$ cat src/rtl/ddr5_cmd_scheduler.sv
// Closed-page DDR5 command sequencer: one request at a time, ACT0/ACT1, RD/WR pair, PRE.
// Define DDR5_REFRESH_EN to add periodic all-bank refresh (REF + tRFC wait).
module ddr5_cmd_scheduler #(
    parameter int unsigned T_RCD  = 39,
    parameter int unsigned T_RAS  = 76,
    parameter int unsigned T_RTP  = 18,
    parameter int unsigned T_WR   = 118,
    parameter int unsigned T_RP   = 39,
    parameter int unsigned T_RFC  = 708,
    parameter int unsigned T_REFI = 9360
) (
    input  logic        i_clk,
    input  logic        i_rst,
    input  logic        i_req_valid,
    output logic        o_req_ready,
    input  logic [1:0]  i_req_op,
    input  logic [35:0] i_req_addr,
    output logic [3:0]  o_cmd_code,
    output logic        o_cmd_channel,
    output logic [2:0]  o_cmd_bg,
    output logic [1:0]  o_cmd_bank,
    output logic [15:0] o_cmd_row,
    output logic [5:0]  o_cmd_col,
    output logic        o_req_done,
    output logic        o_ref_active
);
    localparam int unsigned M0 = (T_RCD > T_RAS) ? T_RCD : T_RAS;
    localparam int unsigned M1 = (T_RTP > T_WR) ? T_RTP : T_WR;
    localparam int unsigned M2 = (T_RP > T_RFC) ? T_RP : T_RFC;
    localparam int unsigned M3 = (M0 > M1) ? M0 : M1;
    localparam int unsigned M4 = (M2 > T_REFI) ? M2 : T_REFI;
    localparam int unsigned MaxT = (M3 > M4) ? M3 : M4;
    localparam int unsigned CW = $clog2(MaxT) + 1;
    localparam logic [CW-1:0] One = CW'(1);

    localparam logic [3:0] CmdNop = 4'd0, CmdAct0 = 4'd1, CmdAct1 = 4'd2, CmdRd0 = 4'd3;
    localparam logic [3:0] CmdRd1 = 4'd4, CmdWr0 = 4'd5, CmdWr1 = 4'd6, CmdPre = 4'd7;
    localparam logic [3:0] CmdRef = 4'd8;

    typedef enum logic [3:0] {
        StIdle, StAct0, StAct1, StTrcd, StCol0, StCol1, StTpre, StPre, StTrp
`ifdef DDR5_REFRESH_EN
        , StRef, StTrfc
`endif
    } state_t;

    state_t         r_state;
    logic [CW-1:0]  r_wait;
    logic [CW-1:0]  r_ras;
    logic           r_wr;
    logic           r_ready;
    logic [3:0]     r_cmd;
    logic           r_done;
    logic           r_ch;
    logic [2:0]     r_bg;
    logic [1:0]     r_bank;
    logic [15:0]    r_row;
    logic [5:0]     r_col;
    logic           w_accept;
    logic           w_ref_pending;
    logic           w_unused;

    assign w_accept = i_req_valid && r_ready;
    assign w_unused = ^{i_req_addr[35:34], i_req_addr[5:0]};

`ifdef DDR5_REFRESH_EN
    logic [CW-1:0]  r_refi;
    logic           r_ref_pending;
    logic           r_ref_active;
    assign w_ref_pending = r_ref_pending;
    assign o_ref_active  = r_ref_active;
`else
    assign w_ref_pending = 1'b0;
    assign o_ref_active  = 1'b0;
`endif

    // Both counters count down to zero; a wait ends the cycle before the counter would pass 0.
    always_ff @(posedge i_clk) begin
        if (i_rst) begin
            r_state <= StIdle;
            r_wait  <= '0;
            r_ras   <= '0;
            r_wr    <= 1'b0;
            r_ready <= 1'b0;
            r_cmd   <= CmdNop;
            r_done  <= 1'b0;
            r_ch    <= 1'b0;
            r_bg    <= '0;
            r_bank  <= '0;
            r_row   <= '0;
            r_col   <= '0;
`ifdef DDR5_REFRESH_EN
            r_refi        <= '0;
            r_ref_pending <= 1'b0;
            r_ref_active  <= 1'b0;
`endif
        end else begin
            r_cmd  <= CmdNop;
            r_done <= 1'b0;
            if (r_wait != '0) r_wait <= r_wait - One;
            if (r_ras != '0) r_ras <= r_ras - One;
`ifdef DDR5_REFRESH_EN
            if (r_refi == CW'(T_REFI - 1)) begin
                r_refi        <= '0;
                r_ref_pending <= 1'b1;
            end else begin
                r_refi <= r_refi + One;
            end
`endif
            unique case (r_state)
                StIdle: begin
                    if (w_accept) begin
                        r_ready <= 1'b0;
                        r_wr    <= (i_req_op == 2'd2);
                        r_ch    <= i_req_addr[6];
                        r_bg    <= i_req_addr[9:7];
                        r_bank  <= i_req_addr[11:10];
                        r_row   <= i_req_addr[33:18];
                        r_col   <= i_req_addr[17:12];
                        if (i_req_op != 2'd3) begin
                            r_state <= StAct0;
                            r_cmd   <= CmdAct0;
                            r_wait  <= CW'(T_RCD);
                            r_ras   <= CW'(T_RAS);
                        end
                    end
`ifdef DDR5_REFRESH_EN
                    else if (r_ref_pending) begin
                        r_ready      <= 1'b0;
                        r_state      <= StRef;
                        r_cmd        <= CmdRef;
                        r_wait       <= CW'(T_RFC);
                        r_ref_active <= 1'b1;
                        r_ch         <= 1'b0;
                        r_bg         <= '0;
                        r_bank       <= '0;
                        r_row        <= '0;
                        r_col        <= '0;
                    end
`endif
                    else begin
                        r_ready <= 1'b1;
                    end
                end
                StAct0: begin
                    r_state <= StAct1;
                    r_cmd   <= CmdAct1;
                end
                StAct1, StTrcd: begin
                    if (r_wait <= One) begin
                        r_state <= StCol0;
                        r_cmd   <= r_wr ? CmdWr0 : CmdRd0;
                        r_wait  <= r_wr ? CW'(T_WR) : CW'(T_RTP);
                    end else begin
                        r_state <= StTrcd;
                    end
                end
                StCol0: begin
                    r_state <= StCol1;
                    r_cmd   <= r_wr ? CmdWr1 : CmdRd1;
                end
                StCol1, StTpre: begin
                    if (r_ras <= One && r_wait <= One) begin
                        r_state <= StPre;
                        r_cmd   <= CmdPre;
                        r_done  <= 1'b1;
                        r_wait  <= CW'(T_RP);
                    end else begin
                        r_state <= StTpre;
                    end
                end
                StPre, StTrp: begin
                    if (r_wait <= One) begin
                        r_state <= StIdle;
                        r_ready <= !w_ref_pending;
                    end else begin
                        r_state <= StTrp;
                    end
                end
`ifdef DDR5_REFRESH_EN
                StRef, StTrfc: begin
                    if (r_wait <= One) begin
                        r_state       <= StIdle;
                        r_ready       <= 1'b1;
                        r_ref_active  <= 1'b0;
                        r_ref_pending <= 1'b0;
                    end else begin
                        r_state <= StTrfc;
                    end
                end
`endif
                default: r_state <= StIdle;
            endcase
        end
    end

    assign o_req_ready   = r_ready;
    assign o_cmd_code    = r_cmd;
    assign o_req_done    = r_done;
    assign o_cmd_channel = r_ch;
    assign o_cmd_bg      = r_bg;
    assign o_cmd_bank    = r_bank;
    assign o_cmd_row     = r_row;
    assign o_cmd_col     = r_col;

endmodule

$ cat config.mk
export PLATFORM = sky130hd
export DESIGN_NAME = ddr5_cmd_scheduler
export DESIGN_NICKNAME = d
export VERILOG_FILES = /design/src/rtl/ddr5_cmd_scheduler.sv
export SDC_FILE = /design/constraint.sdc
export NUM_CORES = 1
export LEC_CHECK = 0
export ABC_AREA = 1
export BUFFER_PORTS_ARGS = -buffer_cell sky130_fd_sc_hd__buf_2
export CAP_MARGIN = 20
export CORE_AREA = 2 2 75 95
export CTS_CLUSTER_SIZE = 25
export DETAILED_ROUTE_END_ITERATION = 16
export DIE_AREA = 0 0 77 97
export GPL_TIMING_DRIVEN = 0
export PLACE_DENSITY = 0.8
export SLEW_MARGIN = 40
export SYNTH_ARGS = -nofsm -noshare
export SYNTH_HDL_FRONTEND = slang
export SYNTH_SLANG_ARGS = --single-unit
$ cat constraint.sdc
create_clock -name i_clk -period 2.05 [get_ports i_clk]
set_clock_uncertainty 0.1 [all_clocks]
set_input_delay 0 -clock i_clk [delete_from_list [all_inputs] [get_ports i_clk]]
set_output_delay 0 -clock i_clk [all_outputs]
set_load 0.1 [all_outputs]
==> results.py <==
metrics = {
    "global_route": {
        "grt_antenna_before_repair": 0,
        "grt_pass1_wl_mm": 14.1,
        "grt_pass1_vias": 3317,
        "grt_start_max_net_pins": 14,
        "grt_overflow": 0,
        "grt_usage_pct": 23.2,
    },
    "detailed_routing": {
        "drt-initial-drc-count": 168,
        "drc": 0,
        "via_count": 3246,
        "dr.pass1.iters": 5,
        "antenna_left": 0,
        "wl_per_cell_um": 13.1,
        "wirelength_mm": 8.34,
        "avgViaCountPerCell": 5.09,
    },
    "yosys": {
        "syn_inst": 435,
        "yosysSeqAreaShare_pct": 42.3,
        "syn_area_um2": 3220,
        "synth_seq_cells": 68,
        "synth_cell_types": 36,
        "synth_warnings": 0,
        "synth_area_per_cell_um2": 7.39,
        "synth_area_leaders": "dfxtp_1, nor2_1, nand2_1",
        "yosysTopAreaCellShare_pct": 42.3,
        "yosys.area.top_type": "dfxtp_1",
    },
    "worst_setup_path": {
        "crit_start": "r_state[1]",
        "worst-setup-path-type": "reg -> reg",
        "end_kind": "flop",
        "arrival_ns": 2.01,
        "critPathLaunchType": "flop",
        "path_max_fanout": 12,
        "r2r_start": "r_state[1]",
        "crit_required_ns": 2.20,
    },
    "power": {
        "p_leak_nw": 2.06,
        "power.share.clock_pct": 14.0,
        "p_sw_share_pct": 54.0,
        "p_comb_share_pct": 59.6,
        "internal-power_mw": 3.71,
        "power.switching_mw": 4.35,
        "p_seq_share_pct": 26.5,
        "irDropWorstVdd_mv": 1.31,
        "power_density_nw_per_um2": 1910,
    },
    "cts": {
        "insertion_delay_ns": 0.36,
        "cts_sinks": 68,
        "clk_pin_slew_ns": 0.08,
        "numCtsBuffers": 9,
        "cts_max_level": 3,
        "root_buffer": "clkbuf_8",
        "cts_tree": "built",
        "clockBufferDepth": 2,
    },
    "hold_path": {
        "worstHoldPathType": "in -> reg",
        "min-delay-start": "i_req_op[0]",
    },
    "placed_design": {
        "port_buffers": 65,
        "dp.final_hpwl_mm": 5.33,
        "routabilityCongestion": 0.832,
        "dp_slack_ns": 0.347,
    },
    "floorplan": {
        "dieHeight_um": 97,
        "start_util_pct": 49.3,
        "io_pins": 76,
        "dieArea_um2": 7470,
        "fp.dieW_um": 77,
        "core.rowCount": 33,
        "core-area_um2": 6520,
    },
    "sta": {
        "finalCritPeriodShare_pct": 90.9,
        "setup_tns_ns": 0,
        "layout_min_cycle_time_ns": 1.86,
        "setup_ws_ns": 0.186,
        "timing.fmax_mhz": 537,
        "rsz0062_at_grt": "no",
        "maxSlewViolCount": 0,
        "setup_violations": 0,
        "hold_viol_final": 0,
    },
    "flow_run": {
        "max_cap_violations": 0,
    },
    "layout": {
        "nNetsFinal": 591,
        "antenna_cells": 0,
        "area_growth_pct": 31.1,
        "drive_gt1_share_pct": 26.1,
    },
    "run_status": {
        "status": "finished clean",
    },
}
==> per-layer routing <==
layer  vias up  part of all wire (%)  GRT usage [%]
met5         -                     0              0
met4         0                   3.2           13.2
met3        25                   6.0           4.20
met2       120                    52           43.5
met1      1501                    38           23.5
li1       1600                     -              -
==> what timing repair did <==
item                                    CTS  global route
hold buffers                             33             0
endpoints found under the setup margin    0             1
setup buffers                             0             2
hold endpoints to repair                 35             0
resized for setup                         0             6
==> cell families after synthesis <==
kind of cell    synth area share [%]
compound gates                  10.1
simple gates                    35.8
fa+ha+maj                       1.56
xor+xnor                        4.09
other cells                    0.117
buf+inv                         5.99
flops                           42.3
==> per-stage QoR <==
step	area, um2	total power, mW	std cells	hold slack (ns)	utilization (%)
6_report	4220	8.07	638	0.0739	64.6
3_5_place_dp	3650	6.81	588	0.119	56.0
2_1_floorplan	3220	6.05	436	-0.0223	-
5_1_grt	4220	8.65	638	0.121	64.6
4_1_cts	4180	8.01	637	0.0720	64.1
3_3_place_gp	3650	6.69	588	0.117	56.0
==> worst paths after layout <==
| path | depth (start not counted) | end | slack [ns] |
|---|---|---|---|
| setup / recovery | 7 | r_wr | 0.19 |
| hold / removal | 5 | r_state[0] | 0.07 |
| setup reg to reg | 7 | r_wr | 0.19 |
| hold reg to reg | 2 | r_ras[14] | 0.39 |
==> registers in the layout, summed over array words and instances (netlist names) <==
register and flops:
o_cmd_bank 2, o_cmd_bg 3, o_cmd_channel 1, o_cmd_code 3, o_cmd_col 6, o_cmd_row 16
o_req_done 1, o_req_ready 1, r_ras 15, r_state 4, r_wait 15, r_wr 1
==> area by class of cell <==
type	count	area, um2
plain buffers	14	78.8
clock buffers	9	124
clock inverters	7	76.3
fillers	546	2310
inverters	29	109
multi-input cells	324	1680
flip-flops and latches	68	1360
well taps	87	109
repair buffers	100	671
==> power groups by stage <==
stage / Clock [mW] / Combinational [mW] / Sequential, mW
2_1_floorplan: 0 / 2.61 / 3.43
3_3_place_gp: 0 / 4.58 / 2.11
3_5_place_dp: 0 / 4.68 / 2.13
4_1_cts: 1.14 / 4.76 / 2.11
5_1_grt: 1.19 / 5.27 / 2.19
6_report: 1.13 / 4.81 / 2.14
==> synth_stat cells <==
cell type / number
nand3_1: 15
nand3_4: 2
conb_1: 1
a211oi_1: 3
nand2_2: 5
nor3_1: 6
dfxtp_1: 68
o21ai_1: 3
nand4_1: 4
xor2_1: 11
a31o_2: 1
a21oi_2: 2
xnor2_1: 4
nor2_2: 22
a21boi_0: 1
inv_1: 26
nor2_1: 101
or2_2: 4
o31ai_1: 1
buf_4: 4
and2_4: 1
a22oi_1: 1
buf_6: 1
a31oi_1: 2
ha_1: 4
nor4_1: 1
o21ai_0: 32
inv_2: 3
nand3b_1: 3
a21oi_1: 13
buf_2: 4
clkbuf_1: 6
nand2_8: 1
nand2_1: 71
nor2_4: 6
nand2_4: 2
==> layout by cell type, fill, tap and decap left out, types with 2 or more instances in the layout <==
cell type      count
nor2_4             7
nor2_2            21
nand2_4            3
xor2_1            11
buf_2             68
nand3b_1           3
inv_2              3
clkbuf_8           9
nor2_1           101
a211oi_1           2
dfxtp_2            2
or2_2              4
dfxtp_1           66
a21oi_1           12
o21ai_0           32
a31oi_1            2
nand2_1           71
dlygate4sd3_1     33
inv_1             26
conb_1             2
nand3_1           15
buf_4              6
o21ai_1            3
a21oi_2            3
clkbuf_1           6
clkinvlp_4         2
clkinv_4           2
ha_1               4
xnor2_1            4
nor3_1             6
nand3_4            2
nand2_2            4
nand4_1            4
==> worst max-delay path: stages, from the launching register on <==
cell and delay, ns:
dfxtp_2 0.35, nor2_4 0.17, nand2_4 0.11, nor2_4 0.17, inv_2 0.13, a21oi_2 0.13
a211oi_2 0.04, dlygate4sd3_1 0.55
(Power assumes the default switching activity.)
